[src/rtl/ring_pkg.sv]
// ring_pkg: shared FSM state encoding and ring-sequence helper functions.
//   rotl      : rotate-left of the low w bits of a value (w <= 32)
//   is_onehot : true when exactly one bit of a value is set
package ring_pkg;
    localparam logic [1:0] ST_UNLOCKED = 2'd0;
    localparam logic [1:0] ST_ACQUIRE  = 2'd1;
    localparam logic [1:0] ST_LOCKED   = 2'd2;

    typedef enum logic [1:0] {
        UNLOCKED = ST_UNLOCKED,
        ACQUIRE  = ST_ACQUIRE,
        LOCKED   = ST_LOCKED
    } state_t;

    function automatic logic [31:0] rotl(input logic [31:0] v, input int w);
        logic [31:0] mask;
        mask = (w >= 32) ? '1 : (32'd1 << w) - 32'd1;
        return ((v << 1) | (v >> (w - 1))) & mask;
    endfunction

    function automatic logic is_onehot(input logic [31:0] v);
        return (v != '0) && ((v & (v - 32'd1)) == '0);
    endfunction
endpackage

[src/rtl/onehot_to_bin.sv]
// onehot_to_bin: combinational one-hot to binary index encoder with legality flag.
//   code   : WIDTH-bit candidate one-hot code
//   bin    : index of the set bit (meaningful only when onehot=1)
//   onehot : exactly one bit of code is set
module onehot_to_bin
    import ring_pkg::*;
#(
    parameter int WIDTH = 4,
    parameter int IDX_W = $clog2(WIDTH)
) (
    input  logic [WIDTH-1:0] code,
    output logic [IDX_W-1:0] bin,
    output logic             onehot
);
    always_comb begin
        bin = '0;
        for (int i = 0; i < WIDTH; i++)
            if (code[i]) bin = bin | IDX_W'(i);
        onehot = is_onehot(32'(code));
    end
endmodule

[src/rtl/ring_decoder.sv]
// ring_decoder: one-hot ring sequence decoder with lock FSM and integrity monitor.
//   clk, rst (async active-low), valid, ring_in, clr_err -> inputs
//   idx, idx_valid : index of last legal sample, pulse on update
//   locked         : FSM in LOCKED
//   illegal        : pulse on a valid non-one-hot sample
//   seq_err        : pulse on a sequence break while LOCKED
//   err_count      : saturating count of seq_err, cleared by clr_err
module ring_decoder
    import ring_pkg::*;
#(
    parameter int WIDTH    = 4,
    parameter int IDX_W    = $clog2(WIDTH),
    parameter int LOCK_CNT = 2,
    parameter int ERR_W    = 8
) (
    input  logic             clk,
    input  logic             rst,
    input  logic             valid,
    input  logic [WIDTH-1:0] ring_in,
    input  logic             clr_err,
    output logic [IDX_W-1:0] idx,
    output logic             idx_valid,
    output logic             locked,
    output logic             illegal,
    output logic             seq_err,
    output logic [ERR_W-1:0] err_count
);
    localparam int MW = $clog2(LOCK_CNT + 1);
    localparam logic [MW-1:0] LOCK_M = MW'(LOCK_CNT);

    state_t           state, state_n;
    logic [MW-1:0]    mcnt, mcnt_n, mcnt_inc;
    logic [WIDTH-1:0] prev, expect_v;
    logic [IDX_W-1:0] bin;
    logic             onehot, legal, bad, in_seq, seq_n;

    onehot_to_bin #(.WIDTH(WIDTH), .IDX_W(IDX_W)) u_enc (
        .code   (ring_in),
        .bin    (bin),
        .onehot (onehot)
    );

    assign expect_v = WIDTH'(rotl(32'(prev), WIDTH));
    assign legal    = valid & onehot;
    assign bad      = valid & ~onehot;
    assign in_seq   = ring_in == expect_v;
    assign mcnt_inc = mcnt + MW'(1);
    assign locked   = state == LOCKED;

    always_comb begin
        state_n = state;
        mcnt_n  = mcnt;
        seq_n   = 1'b0;
        case (state)
            UNLOCKED: if (legal) begin
                state_n = (LOCK_CNT == 1) ? LOCKED : ACQUIRE;
                mcnt_n  = MW'(1);
            end
            ACQUIRE: if (bad) begin
                state_n = UNLOCKED;
                mcnt_n  = '0;
            end else if (legal) begin
                // an out-of-sequence sample restarts acquisition from itself
                mcnt_n = in_seq ? mcnt_inc : MW'(1);
                if (in_seq && mcnt_inc >= LOCK_M) state_n = LOCKED;
            end
            LOCKED: if (bad) begin
                seq_n   = 1'b1;
                state_n = UNLOCKED;
                mcnt_n  = '0;
            end else if (legal && !in_seq) begin
                seq_n   = 1'b1;
                state_n = ACQUIRE;
                mcnt_n  = MW'(1);
            end
            default: begin
                state_n = UNLOCKED;
                mcnt_n  = '0;
            end
        endcase
    end

    always_ff @(posedge clk or negedge rst) begin
        if (!rst) begin
            state     <= UNLOCKED;
            mcnt      <= '0;
            prev      <= '0;
            idx       <= '0;
            idx_valid <= 1'b0;
            illegal   <= 1'b0;
            seq_err   <= 1'b0;
            err_count <= '0;
        end else begin
            state     <= state_n;
            mcnt      <= mcnt_n;
            idx_valid <= legal;
            illegal   <= bad;
            seq_err   <= seq_n;
            if (legal) begin
                prev <= ring_in;
                idx  <= bin;
            end
            err_count <= clr_err ? '0 :
                         (seq_n && !(&err_count)) ? err_count + ERR_W'(1) : err_count;
        end
    end
endmodule

[config.mk]
export PLATFORM = sky130hd
export DESIGN_NAME = ring_decoder
export DESIGN_NICKNAME = d
export VERILOG_FILES = /design/src/rtl/ring_pkg.sv /design/src/rtl/onehot_to_bin.sv /design/src/rtl/ring_decoder.sv
export SDC_FILE = /design/constraint.sdc
export NUM_CORES = 1
export LEC_CHECK = 0
export ABC_AREA = 1
export CAP_MARGIN = 25
export CORE_MARGIN = 10
export CORE_UTILIZATION = 50
export DETAILED_ROUTE_END_ITERATION = 10
export PLACE_DENSITY_LB_ADDON = 0.3
export SYNTH_ARGS = -nofsm -noshare
export SYNTH_HDL_FRONTEND = slang
export SYNTH_HIERARCHICAL = 1
export SYNTH_SLANG_ARGS = --single-unit
[constraint.sdc]
create_clock -name clk -period 1.6 [get_ports clk]
set_input_delay 0.4 -clock clk [delete_from_list [all_inputs] [get_ports clk]]
set_output_delay 0.4 -clock clk [all_outputs]
set_load 0.1 [all_outputs]
==> parameters.txt <==
Parameter                              Value

STA
  Clock Skew    0.00961 ns
  Endpoints failing setup    0
  Clock period minus worst slack    1.56 ns
  Worst Tran Pin Value    0.293 ns
  Max frequency    643 MHz
  Final slew viol count    0
  Slew Limit Headroom    80.4%
  Hold violation total from the final report    0
  Final cycle utilization of the critical path    97.2%

Final layout
  Area added between synthesis and finish    49.6%
  Share of cells above drive strength 1    32.5%
  Post-route cell area    1790 sq um
  Number of nets at the end of the flow    219
  Number of antenna diodes    0

Global routing
  Maximum number of pins on one net before global-route repair    22
  GR Layer Usage met3    3.22%
  Aggregate global routing overflow    0
  Grt met1 use    14.5%
  Wire length of the first global-routing pass    5.03 mm
  Met2 GRT Util    25.1%
  Number of global-route vias before repair    1191
  GR peak layer    met2
  Antenna violations before repair    0
  Global-route total usage across every layer    13.6%

Worst setup path
  Required arrival time at the worst endpoint    1.79 ns
  Type of the worst setup path    in2reg
  Critical path endpoint category    flip-flop
  Critical path peak fanout    3
  CP startpoint kind    primary input
  Series of cell instances along the critical path    clkdlybuf4s50_1 > inv_1 > nor2_4 > inv_1 > nand2_1 > inv_1 > nand2_1 > nand3_1 > nand2_1 > o21ai_0
  Crit path max-delay family    buffers and inverters
  Number of buffer and inverter stages on the critical path    4
  Delay contributed by the slowest stage of the critical path    0.52 ns
  Data arrival at the endpoint of the critical path    1.74 ns
  Setup slack of the worst register-to-register path    0.08 ns
  Cell at the slowest stage of the critical path    sky130_fd_sc_hd__clkdlybuf4s50_1
  Depth of the worst register-to-register path    9
  Reg2Reg Capture Point    err_count[5]$_DFFE_PN0P_
  Launch point of the worst reg-to-reg path    err_count[0]$_DFFE_PN0P_

Floorplanning
  Core region area    2250 sq um
  Cell Rows    17
  Die height    68.9 um
  Horizontal die dimension    68.9 um
  Effective utilization at floorplan    53.0%
  Number of ports placed on the die boundary    22
  Die Area    4750 sq um

Synth
  Number of storage elements in the synthesis netlist    21
  Synth Instances    170
  Asr flop ratio synth    100%
  Synth unique cells    22
  Synthesized Nets    179
  Dominant synthesized flop cell    sky130_fd_sc_hd__dfrtp_1
  Sequential element share of the synthesized area    44.0%
  Most used standard cells in the synthesized netlist    sky130_fd_sc_hd__nand2_1, sky130_fd_sc_hd__inv_1, sky130_fd_sc_hd__dfrtp_1
  Synth top area share    44.0%
  Avg Inst Size Synth    7.03 sq um
  Post-synth EDFFs    0
  Top cells by area in the synthesized netlist    sky130_fd_sc_hd__dfrtp_1, sky130_fd_sc_hd__nand2_1, sky130_fd_sc_hd__inv_1
  Summed instance area of the synthesized netlist    1190 sq um
  Post-synthesis cell type with the largest combined area    sky130_fd_sc_hd__dfrtp_1
  Library cell with the highest instance count after synthesis    sky130_fd_sc_hd__nand2_1
  Synthesis Warnings    6

Pwr
  Lkg Pwr    0.903 nW
  Max IR drop VDD    0.703 mV
  Power per unit of standard cell area    930 nW/um^2
  Net switching fraction of the power    41.4%
  Cell-internal power    0.974 mW
  Overall power of the completed layout    1.66 mW
  Clock power share    15.6%
  Combinational Power Share    42.0%
  P_sw    0.689 mW
  Fraction of power consumed by sequential logic    42.4%

Drt
  Router iterations before antenna repair    4
  Number of design-rule violations left by the first detailed-router iteration    123
  Number of vias after detailed routing    1235
  Drc violations    0
  Post-route antenna net violation count    0
  Routed wire per std cell    13.7 um
  Ratio of routed vias to standard cells    5.21
  Overall routed net length    3.24 mm

Clocking
  Bufs on Longest Clock Path    2
  Clk Latency, worst-skew pair    0.30 ns
  Total CTS buffers    3
  Clock slew at the register clock pins of the worst setup and hold paths    0.13 ns
  Number of clock sinks    21
  Clock root buffer    sky130_fd_sc_hd__clkbuf_4
  CTS H-tree lvls    1
  CTS tree    built

Place
  Number of input and output port buffers inserted    21
  DPL Wire Length    2.38 mm
  Area post-placement    1700 sq um
  Final weighted congestion in routability-driven placement    0.861

Flow run
  Max Cap Violations    0

Min path
  Worst min-delay path startpoint    ring_in[0]
  Depth of the worst hold-timing path    3
  Worst Hold Path EP    prev[0]$_DFFE_PN0P_
  Worst Hold Class    in2reg

Outcome
  Result of the run    complete, no violations
## worst max path at each step
stage / startpoint / endpoint / cells past startpoint
global placement: ring_in[2] / err_count[5]$_DFFE_PN0P_ / 11
finish: valid / state[0]$_DFFE_PN0P_ / 10
CTS: state[0]$_DFFE_PN0P_ / locked / 2
floorplan: err_count[4]$_DFFE_PN0P_ / err_count[4]$_DFFE_PN0P_ / 8
global route: prev[2]$_DFFE_PN0P_ / err_count[5]$_DFFE_PN0P_ / 11
detailed placement: ring_in[3] / err_count[5]$_DFFE_PN0P_ / 13
## area by class of cell
cell class | count | area [sq um]
multi-input combinational | 122 | 638
sequential | 21 | 547
fill | 140 | 467
timing repair buffer | 36 | 443
inverter | 26 | 97.6
tap | 28 | 35.0
clock buffer | 3 | 22.5
clock inverter | 1 | 5.00
## power groups by stage
stage / combinational, mW / sequential, mW / clock (mW)
after global routing: 0.753 / 0.715 / 0.306
after detailed placement: 0.659 / 0.715 / 0
after CTS: 0.662 / 0.704 / 0.266
after floorplan: 0.224 / 0.879 / 0
final: 0.698 / 0.706 / 0.260
after global placement: 0.636 / 0.708 / 0
## worst register-to-register path: cells and delay by family (launching register included)
| family | cells | cell delay, ns |
|---|---|---|
| fa+ha+maj | 1 | 0.14 |
| simple gates | 8 | 0.83 |
| flops | 1 | 0.47 |
## placed cells by master (no fill, tap or decap), drive strengths merged, types with 3 or more instances in the layout
cell	n
buf	29
clkdlybuf4s50	3
nand2	66
nor2	19
a21oi	3
dfrtp	21
clkbuf	7
o21ai	11
inv	26
nor3	4
nand3	13
## cells by family after synthesis
| group | share of synthesized area (%) |
|---|---|
| and+or+nand+nor | 37.5 |
| buffers and inverters | 8.90 |
| DFF | 44.0 |
| AOI/OAI and AO/OA | 7.12 |
| xor gates and xnor gates | 1.47 |
| adders and majority gates | 1.05 |
## state kept, by name, summed over array words and instances (netlist names)
name / cells
idx: 2
illegal: 1
mcnt: 2
state: 2
err_count: 8
seq_err: 1
idx_valid: 1
prev: 4
## metrics by stage
stage               utilization, %  setup slack, ns  std cells  TNS, ns  hold WS, ns
finish                        79.3           0.0448        237        0        0.398
detailed placement            75.5           -0.601        229    -8.43        0.507
global placement              75.5           -0.502        229    -7.20        0.489
global route                  79.3         -0.00926        237  -0.0290        0.417
floorplan                        -          -0.0466        170   -0.315        0.104
CTS                           77.1          -0.0200        234  -0.0200        0.429
## timing repair
| item | in CTS | in global routing |
|---|---|---|
| setup buffers | 0 | 3 |
| resized for setup | 6 | 22 |
| hold buffers | 0 | 0 |
| pin swaps | 4 | 8 |
| cloned | 1 | 0 |
| setup endpoints to repair | 12 | 13 |
## metal layers
layer	share of wire (%)	routed length (um)	up-vias
met3	6.7	216	12
met4	2.6	85	0
met2	53	1720	38
met5	0	0	-
met1	38	1230	585
li1	-	-	600
(Power assumes the default switching activity.)
